<file path="src/rtl/z80_bus_pkg.sv">
// Shared definitions for the Z80 interrupt controller: register offsets,
// FSM state encoding, spurious-vector low bits and the priority encoder.
package z80_bus_pkg;

  localparam logic [1:0] REG_MASK  = 2'd0;
  localparam logic [1:0] REG_VBASE = 2'd1;
  localparam logic [1:0] REG_PEND  = 2'd2;

  typedef enum logic [1:0] {
    ST_IDLE = 2'd0,
    ST_REQ  = 2'd1,
    ST_ACK  = 2'd2
  } intc_state_e;

  // Low vector bits returned when an acknowledge arrives with nothing to serve.
  localparam logic [2:0] SPUR_LSB = 3'b110;

  // Bit 0 has the highest priority.
  function automatic logic [1:0] lowest_idx(input logic [3:0] v);
    logic [1:0] r;
    if (v[0])      r = 2'd0;
    else if (v[1]) r = 2'd1;
    else if (v[2]) r = 2'd2;
    else           r = 2'd3;
    return r;
  endfunction

endpackage

</file>
<file path="src/rtl/z80_intc_edge.sv">
// Two-flop synchroniser for one asynchronous interrupt line plus a
// rising-edge detector on the synchronised value.
module z80_intc_edge (
  input  logic clk,
  input  logic reset_n,
  input  logic src,
  output logic rise
);

  logic sync_p0;
  logic sync_p1;
  logic dly_p2;

  always_ff @(posedge clk or negedge reset_n) begin
    if (!reset_n) begin
      sync_p0 <= 1'b0;
      sync_p1 <= 1'b0;
      dly_p2  <= 1'b0;
    end else begin
      sync_p0 <= src;
      sync_p1 <= sync_p0;
      dly_p2  <= sync_p1;
    end
  end

  // stage p2 boundary: edge is the synchronised level against its previous value
  assign rise = sync_p1 & ~dly_p2;

endmodule

</file>
<file path="src/rtl/z80_int_ctrl.sv">
// Z80 mode-2 style interrupt controller: 4 sources, MASK/VBASE/PEND registers.
// Optional macro INTC_READBACK_EN enables I/O readback of the three registers.
import z80_bus_pkg::*;

module z80_int_ctrl #(
  parameter logic [7:0] PORT_BASE = 8'h40,
  parameter int         NSRC      = 4
) (
  input  logic            clk,
  input  logic            reset_n,
  input  logic            mreq,
  input  logic            ioreq,
  input  logic            rd,
  input  logic            wr,
  input  logic            m1,
  input  logic [7:0]      addr,
  input  logic [7:0]      data_to_io,
  input  logic [NSRC-1:0] irq_src,
  output logic [7:0]      data_from_io,
  output logic            int_n,
  output logic [1:0]      ack_idx
);

  localparam logic [7:0] ADDR_MASK  = PORT_BASE + {6'd0, REG_MASK};
  localparam logic [7:0] ADDR_VBASE = PORT_BASE + {6'd0, REG_VBASE};
  localparam logic [7:0] ADDR_PEND  = PORT_BASE + {6'd0, REG_PEND};

  logic [NSRC-1:0] rise;
  logic [NSRC-1:0] pending;
  logic [NSRC-1:0] pending_d;
  logic [NSRC-1:0] pend_ack_clr;
  logic [NSRC-1:0] pend_wr_clr;
  logic [NSRC-1:0] mask_lo;
  logic [NSRC-1:0] masked;
  logic [7:3]      vbase;
  logic [7:0]      rd_data;
  logic [1:0]      idx_d;
  logic            wr_q;
  logic            io_cyc;
  logic            wr_stb;
  logic            rd_cyc;
  logic            ack_cyc;
  intc_state_e     state;
  intc_state_e     state_d;

  for (genvar i = 0; i < NSRC; i++) begin : g_src
    z80_intc_edge u_edge (
      .clk     (clk),
      .reset_n (reset_n),
      .src     (irq_src[i]),
      .rise    (rise[i])
    );
  end

  // I/O strobes are honoured only while no memory cycle is active.
  assign io_cyc  = ~ioreq & mreq;
  assign wr_stb  = io_cyc & m1 & ~wr & wr_q;
  assign rd_cyc  = io_cyc & m1 & ~rd;
  assign ack_cyc = ~ioreq & ~m1;
  assign masked  = pending & mask_lo;

  always_ff @(posedge clk or negedge reset_n) begin
    if (!reset_n) wr_q <= 1'b1;
    else          wr_q <= wr;
  end

  always_ff @(posedge clk or negedge reset_n) begin
    if (!reset_n) begin
      mask_lo <= '0;
      vbase   <= '0;
    end else begin
      if (wr_stb && addr == ADDR_MASK)  mask_lo <= data_to_io[NSRC-1:0];
      if (wr_stb && addr == ADDR_VBASE) vbase   <= data_to_io[7:3];
    end
  end

`ifdef INTC_READBACK_EN
  logic [7:NSRC] mask_hi;
  logic [2:0]    vbase_lo;

  always_ff @(posedge clk or negedge reset_n) begin
    if (!reset_n) begin
      mask_hi  <= '0;
      vbase_lo <= '0;
    end else begin
      if (wr_stb && addr == ADDR_MASK)  mask_hi  <= data_to_io[7:NSRC];
      if (wr_stb && addr == ADDR_VBASE) vbase_lo <= data_to_io[2:0];
    end
  end

  always_comb begin
    rd_data = 8'hFF;
    if (addr == ADDR_MASK)       rd_data = {mask_hi, mask_lo};
    else if (addr == ADDR_VBASE) rd_data = {vbase, vbase_lo};
    else if (addr == ADDR_PEND)  rd_data = {{(8-NSRC){1'b0}}, pending};
  end
`else
  assign rd_data = 8'hFF;
`endif

  assign pend_wr_clr = (wr_stb && addr == ADDR_PEND) ? data_to_io[NSRC-1:0] : '0;
  // A fresh edge wins over any clear landing in the same clock.
  assign pending_d   = (pending & ~(pend_ack_clr | pend_wr_clr)) | rise;

  always_ff @(posedge clk or negedge reset_n) begin
    if (!reset_n) begin
      state   <= ST_IDLE;
      pending <= '0;
      ack_idx <= 2'd0;
    end else begin
      state   <= state_d;
      pending <= pending_d;
      ack_idx <= idx_d;
    end
  end

  always_comb begin
    state_d      = state;
    idx_d        = ack_idx;
    pend_ack_clr = '0;
    unique case (state)
      ST_IDLE: if (|masked) state_d = ST_REQ;
      ST_REQ: begin
        if (masked == '0) begin
          state_d = ST_IDLE;
        end else if (ack_cyc) begin
          state_d             = ST_ACK;
          idx_d               = lowest_idx(masked);
          pend_ack_clr[idx_d] = 1'b1;
        end
      end
      ST_ACK:  if (ioreq) state_d = ST_IDLE;
      default: state_d = ST_IDLE;
    endcase
  end

  assign int_n = (state != ST_REQ);

  // Output is gated by reset so the vector drops without waiting for a clock.
  always_comb begin
    data_from_io = 8'hFF;
    if (!reset_n)                          data_from_io = 8'hFF;
    else if (state == ST_ACK)              data_from_io = {vbase, ack_idx, 1'b0};
    else if (state == ST_IDLE && ack_cyc)  data_from_io = {vbase, SPUR_LSB};
    else if (rd_cyc)                       data_from_io = rd_data;
  end

endmodule

</file>
<file path="config.mk">
export PLATFORM = sky130hd
export DESIGN_NAME = z80_int_ctrl
export DESIGN_NICKNAME = d
export VERILOG_FILES = /design/src/rtl/z80_bus_pkg.sv /design/src/rtl/z80_intc_edge.sv /design/src/rtl/z80_int_ctrl.sv
export SDC_FILE = /design/constraint.sdc
export NUM_CORES = 1
export LEC_CHECK = 0
export ABC_AREA = 0
export CAP_MARGIN = 20
export CORE_AREA = 2 2 56 58
export CTS_CLUSTER_DIAMETER = 60
export DETAILED_ROUTE_END_ITERATION = 10
export DIE_AREA = 0 0 58 60
export PLACE_DENSITY = 0.86
export SLEW_MARGIN = 15
export SYNTH_ARGS = -nofsm -noshare
export SYNTH_HDL_FRONTEND = slang
export SYNTH_SLANG_ARGS = --single-unit
</file>
<file path="constraint.sdc">
create_clock -name clk -period 2.8 [get_ports clk]
set_input_delay 0.56 -clock clk [delete_from_list [all_inputs] [get_ports clk]]
set_output_delay 0.56 -clock clk [all_outputs]
set_load 0.02 [all_outputs]
</file>
==> Word level (Yosys, flattened, before mapping) <==
Cells that the tools add are included.
{ "word_totals": {"register_bits": 30, "in_bits": 27, "out_inout_bits": 11, "wordCells": 81} }
{ "classes": {"magnitude_cmp": 2, "eq_ne": 9, "n_mux": 20, "n_bitwise": 22, "n_reduce_logical": 10} }
{ "op_table": {"columns": ["op", "count"], "rows": [
  ["$eq A8 B7 Y1 const B", 3],
  ["$mux W8", 3],
  ["$mux W2", 9],
  ["$mux W4", 4],
  ["$and A1 B1 Y1", 9],
  ["$and A4 B4 Y4", 2],
  ["$not A1 Y1", 8],
  ["$or A4 B4 Y4", 2],
  ["$pmux W2 S3", 1],
  ["$reduce_and A3 Y1", 2],
  ["$logic_and A1 B1 Y1", 5],
  ["$logic_not A4 Y1", 1],
  ["$ne A2 B2 Y1 const B", 2],
  ["$not A4 Y4", 1],
  ["$reduce_or A4 Y1", 1],
  ["$lt A2 B3 Y1 const B", 1],
  ["$ne A3 B3 Y1 const B", 1],
  ["$demux W1 S2", 1],
  ["$eq A2 B1 Y1 const B", 1],
  ["$eq A2 B2 Y1 const B", 1],
  ["$ge A2 B1 Y1 const B", 1],
  ["$logic_not A2 Y1", 1],
  ["$mux W1", 2],
  ["$ne A2 B1 Y1 const B", 1]
]} }

==> Longest topological paths before layout <==
{ "logic_depth": {"word_depth": 18, "ltp_mapped": 4, "ltp_nobuf": 4} }

==> By module <==
A second synthesis with hierarchy kept.
{ "unflattened": {"cells_unflattened": 95, "hier_area_um2": 1291.2} }
{ "modules_own_cells": {"columns": ["mod", "n_inst", "cells_each", "area_per_inst_um2", "seq_area_each_um2"], "rows": [
  ["z80_int_ctrl", 1, 79, 935.9, 451.7],
  ["z80_intc_edge", 4, 4, 88.8, 75.1]
]} }

==> Worst setup path before layout <==
No wires, ideal clock.
{ "synth_timing": {"path_kind": "input port to flip-flop", "startpoint": "in wr", "endpoint": "reg vbase[3] (netlist name)", "setup_ps": 125, "arrival_time_ps": 2216, "t_required_ps": 2675, "setup_slack_ps": 459, "cell_stages": 4, "n_path_buf": 0, "cell_sequence": "or4b_4 or3b_4 nor4b_4 mux2_2"} }
{ "synth_between": {"elab_chain_cells": 4} }
{ "synth_rtl": {"columns": ["element", "line", "rtl"], "rows": [
  ["start: declaration", "z80_int_ctrl.sv:14", "input logic wr,"],
  ["$not A1 Y1", "z80_int_ctrl.sv:57", "assign wr_stb = io_cyc & m1 & ~wr & wr_q;"],
  ["$and A1 B1 Y1 (2 in a row)", "z80_int_ctrl.sv:57", null],
  ["$logic_and A1 B1 Y1", "z80_int_ctrl.sv:73", "if (wr_stb && addr == ADDR_VBASE) vbase <= data_to_io[7:3];"],
  ["end signal: assignment", "z80_int_ctrl.sv:73", null],
  ["end: declaration", "z80_int_ctrl.sv:35", "logic [7:3] vbase;"]
]} }
Every way passes these cells.
A chain may end at the register's enable or synchronous reset.

==> Worst setup path in the final report <==
{ "layout_timing": {"startpoint": "in reset_n", "endpoint": "out data_from_io[1]"} }
{ "layout_between": {"elab_chain_cells": 1} }
{ "layout_rtl": {"columns": ["element", "line", "rtl"], "rows": [
  ["start: declaration", "z80_int_ctrl.sv:10", "input logic reset_n,"],
  ["$mux W8", "z80_int_ctrl.sv:142", "if (!reset_n) data_from_io = 8'hFF;"],
  ["end: declaration", "z80_int_ctrl.sv:19", "output logic [7:0] data_from_io,"]
]} }
Every way passes these cells.

==> results.json <==
{
  "status": "finished, final reports clean",
  "syn_to_final_growth_pct": 43.31,
  "dieArea_um2": 3480,
  "track_usage_pct": 16.02,
  "die_x_um": 58,
  "hpwl_um": 2054,
  "yosys_register_bits": 30,
  "finalHoldViolCount": 0,
  "cts_max_level": 2,
  "worstMarginPinSlew_ns": 0.4167,
  "ys_warn_count": 0,
  "drt_iter0_markers": 26,
  "arrival_ns": 2.06,
  "min_path_cells": 0,
  "start_kind": "input pin",
  "fillCellCount": 243,
  "setup_viol": 0,
  "fp-row-count": 20,
  "crit_type": "in2out",
  "grt_overflow_total": 0,
  "rsz0062_at_grt": "no",
  "finalClockSkew_ns": 0.01699,
  "p_per_area_nw_per_um2": 443.1,
  "nNetsFinal": 175,
  "vias_per_cell": 5.198,
  "gp_congestion": 0.7366,
  "fin_crit_ns": 2.617,
  "tritoncts": "yes",
  "maxCapViolCount": 0,
  "maxSlewHeadroom_pct": 72.01,
  "ff2ff_path_depth": 4,
  "postRouteAntennaNets": 0,
  "clock-sinks": 30,
  "fin_setup_tns_ns": 0,
  "cts_root_buffer": "clkbuf_4",
  "p_clk_share_pct": 32.7,
  "synth_area_per_cell_um2": 12.85,
  "p_leak_nw": 0.7590,
  "syn_inst": 96,
  "yosysUniqueCellTypes": 27,
  "hold_buffers": 0,
  "fmax_mhz": 382.1,
  "wirelength_um": 2562,
  "io_pins": 38,
  "place_area_um2": 1703,
  "cp.required_ns": 2.24,
  "initial_core_util_pct": 42.50,
  "vias": 946,
  "pwr-share-seq_pct": 57.1,
  "port_buffers": 36,
  "insertion_delay_ns": 0.32,
  "p_int_w": 0.0006143,
  "endpoint_kind": "output pin",
  "antenna_found_initial": 0,
  "grt_max_degree": 31,
  "hp-class": "reg2reg",
  "period_share_pct": 93.48,
  "cts_buffers": 5,
  "crit_fanout": 2,
  "synth_area_um2": 1234,
  "core_area_um2": 2903,
  "grt_pass1_wl_um": 4091,
  "clk_pin_slew_ns": 0.08,
  "grt_pass1_vias": 1020,
  "combinationalPowerShare_pct": 10.2,
  "layout-drive-gt1-share_pct": 26.17,
  "wl_per_cell_um": 14.08,
  "ir_worst_vdd_mv": 0.2980,
  "stdcell_area_um2": 1768,
  "syn_nets": 123,
  "p_sw_w": 0.0001690,
  "power.share.switching_pct": 21.58,
  "slew_violations": 0,
  "first_pass_iters": 4,
  "drc_errors": 0,
  "seq_area_frac_synth_pct": 60.95,
  "cts_setup_buffers": 0,
  "diodes": 0,
  "die_h_um": 60,
  "cts_buffer_depth": 2
}
flip-flops by register name, indices dropped and copies added (netlist names):
signal	cells
ack_idx	2
g_src.u_edge.dly_p2	4
state	2
g_src.u_edge.sync_p0	4
wr_q	1
mask_lo	4
pending	4
vbase	5
g_src.u_edge.sync_p1	4
cell usage in the layout, fill, tap and decap left out, drive strengths merged:
cell type and n:
a211oi 1, nand3b 2, o22ai 1, or4bb 1
dfrtp 29, nor2b 1, mux2 9, nor4 3
o21ai 5, a21oi 3, nand3 3, clkinv 1
nor4b 2, nand2b 3, and2 2, a32o 2
buf 9, nand2 8, clkbuf 7, dlygate4sd2 2
nor2 2, nand4 1, or2 9, or3b 1
dfstp 1, inv 3, or4b 1, dlymetal6s2s 3
clkdlybuf4s50 31, a22o 2, a22oi 1
synthesized netlist by cell type:
master | n | area (µm²)
nand2b_1 | 3 | 18.77
nand4_1 | 1 | 6.260
a21oi_1 | 3 | 15.01
inv_1 | 3 | 11.26
or2_2 | 9 | 56.30
dfstp_2 | 1 | 26.28
nor2b_1 | 1 | 6.260
nand2_1 | 8 | 30.03
o22ai_1 | 1 | 6.260
mux2_2 | 9 | 101.4
nor2_1 | 2 | 7.510
a32o_1 | 2 | 20.02
and2_1 | 2 | 12.51
o21ai_0 | 5 | 25.02
a22o_1 | 2 | 17.52
or4b_4 | 1 | 13.76
nor4b_4 | 1 | 23.77
nor4_4 | 1 | 21.27
or4bb_1 | 1 | 11.26
nor4_1 | 2 | 12.51
a211oi_1 | 1 | 7.510
dfrtp_1 | 29 | 725.7
nor4b_1 | 1 | 8.760
or3b_4 | 1 | 11.26
nand3b_1 | 2 | 15.01
a22oi_1 | 1 | 7.510
nand3_1 | 3 | 15.01
metrics by stage:
stage               util (%)  std cells  power (W)  setup slack (ns)  hold WS, ns
finish                 60.91        182  0.0007834            0.1826       0.3537
global route           60.91        182  0.0008227            0.1315       0.3613
CTS                    60.65        182  0.0007979          0.004062       0.3566
detailed placement     58.66        174  0.0005387          -0.09858       0.3363
global placement       58.66        174  0.0005350          -0.03577       0.3364
floorplan                  -         96  0.0004723            0.4594       0.2644
layer usage:
layer | GRT usage, % | wire length [µm] | vias to the layer above
met5 | 0 | 0 | -
met4 | 12.29 | 99 | 0
met3 | 4.545 | 110 | 12
met2 | 26.62 | 1374 | 31
met1 | 17.27 | 977 | 454
li1 | - | - | 449
what timing repair did:
action,4_1_cts,5_1_grt
gates resized for setup,2,3
cloned,0,0
setup endpoints to repair,2,3
layout make-up:
cell class,count,area (µm²),share of cell area (%)
well taps,33,41.29,2.335
flip-flops and latches,30,752.0,42.53
inverters,3,11.26,0.6369
repair buffers,45,432.9,24.49
multi-input cells,63,470.5,26.61
clock buffers,7,55.05,3.114
clock inverters,1,5.005,0.2831
critical path, stage by stage:
cell	delay, ns
clkdlybuf4s50_1	0.50
buf_4	0.12
nand3b_1	0.07
or2_2	0.27
clkdlybuf4s50_1	0.54
worst paths after layout:
path	endpoint	start	slack [ns]
worst max-delay path	data_from_io[1]	reset_n	0.18
worst min-delay path	g_src[1].u_edge.sync_p1$_DFF_PN0_	g_src[1].u_edge.sync_p0$_DFF_PN0_	0.35
worst max register to register	vbase[7]$_DFFE_PN0P_	wr_q$_DFF_PN1_	0.51
worst min register to register	g_src[1].u_edge.sync_p1$_DFF_PN0_	g_src[1].u_edge.sync_p0$_DFF_PN0_	0.35
max in group asynchronous	wr_q$_DFF_PN1_	reset_n	1.69
min in group asynchronous	vbase[6]$_DFFE_PN0P_	reset_n	0.78
power by group through the flow:
stage                     logic (W)  clock network, W  registers (W)
after floorplan           0.0000172                 0       0.000455
after global placement    0.0000794                 0       0.000456
after detailed placement  0.0000822                 0       0.000457
after CTS                 0.0000816          0.000268       0.000448
after global routing      0.0000861          0.000288       0.000449
final                     0.0000797          0.000256       0.000448
logic make-up after synthesis:
group / Yosys count / share of synthesized area (%)
AOI/OAI and AO/OA: 15 / 8.013
muxes: 9 / 8.215
DFF: 30 / 60.95
and+or+nand+nor: 39 / 21.91
buffers and inverters: 3 / 0.9127
(Power assumes the default switching activity.)
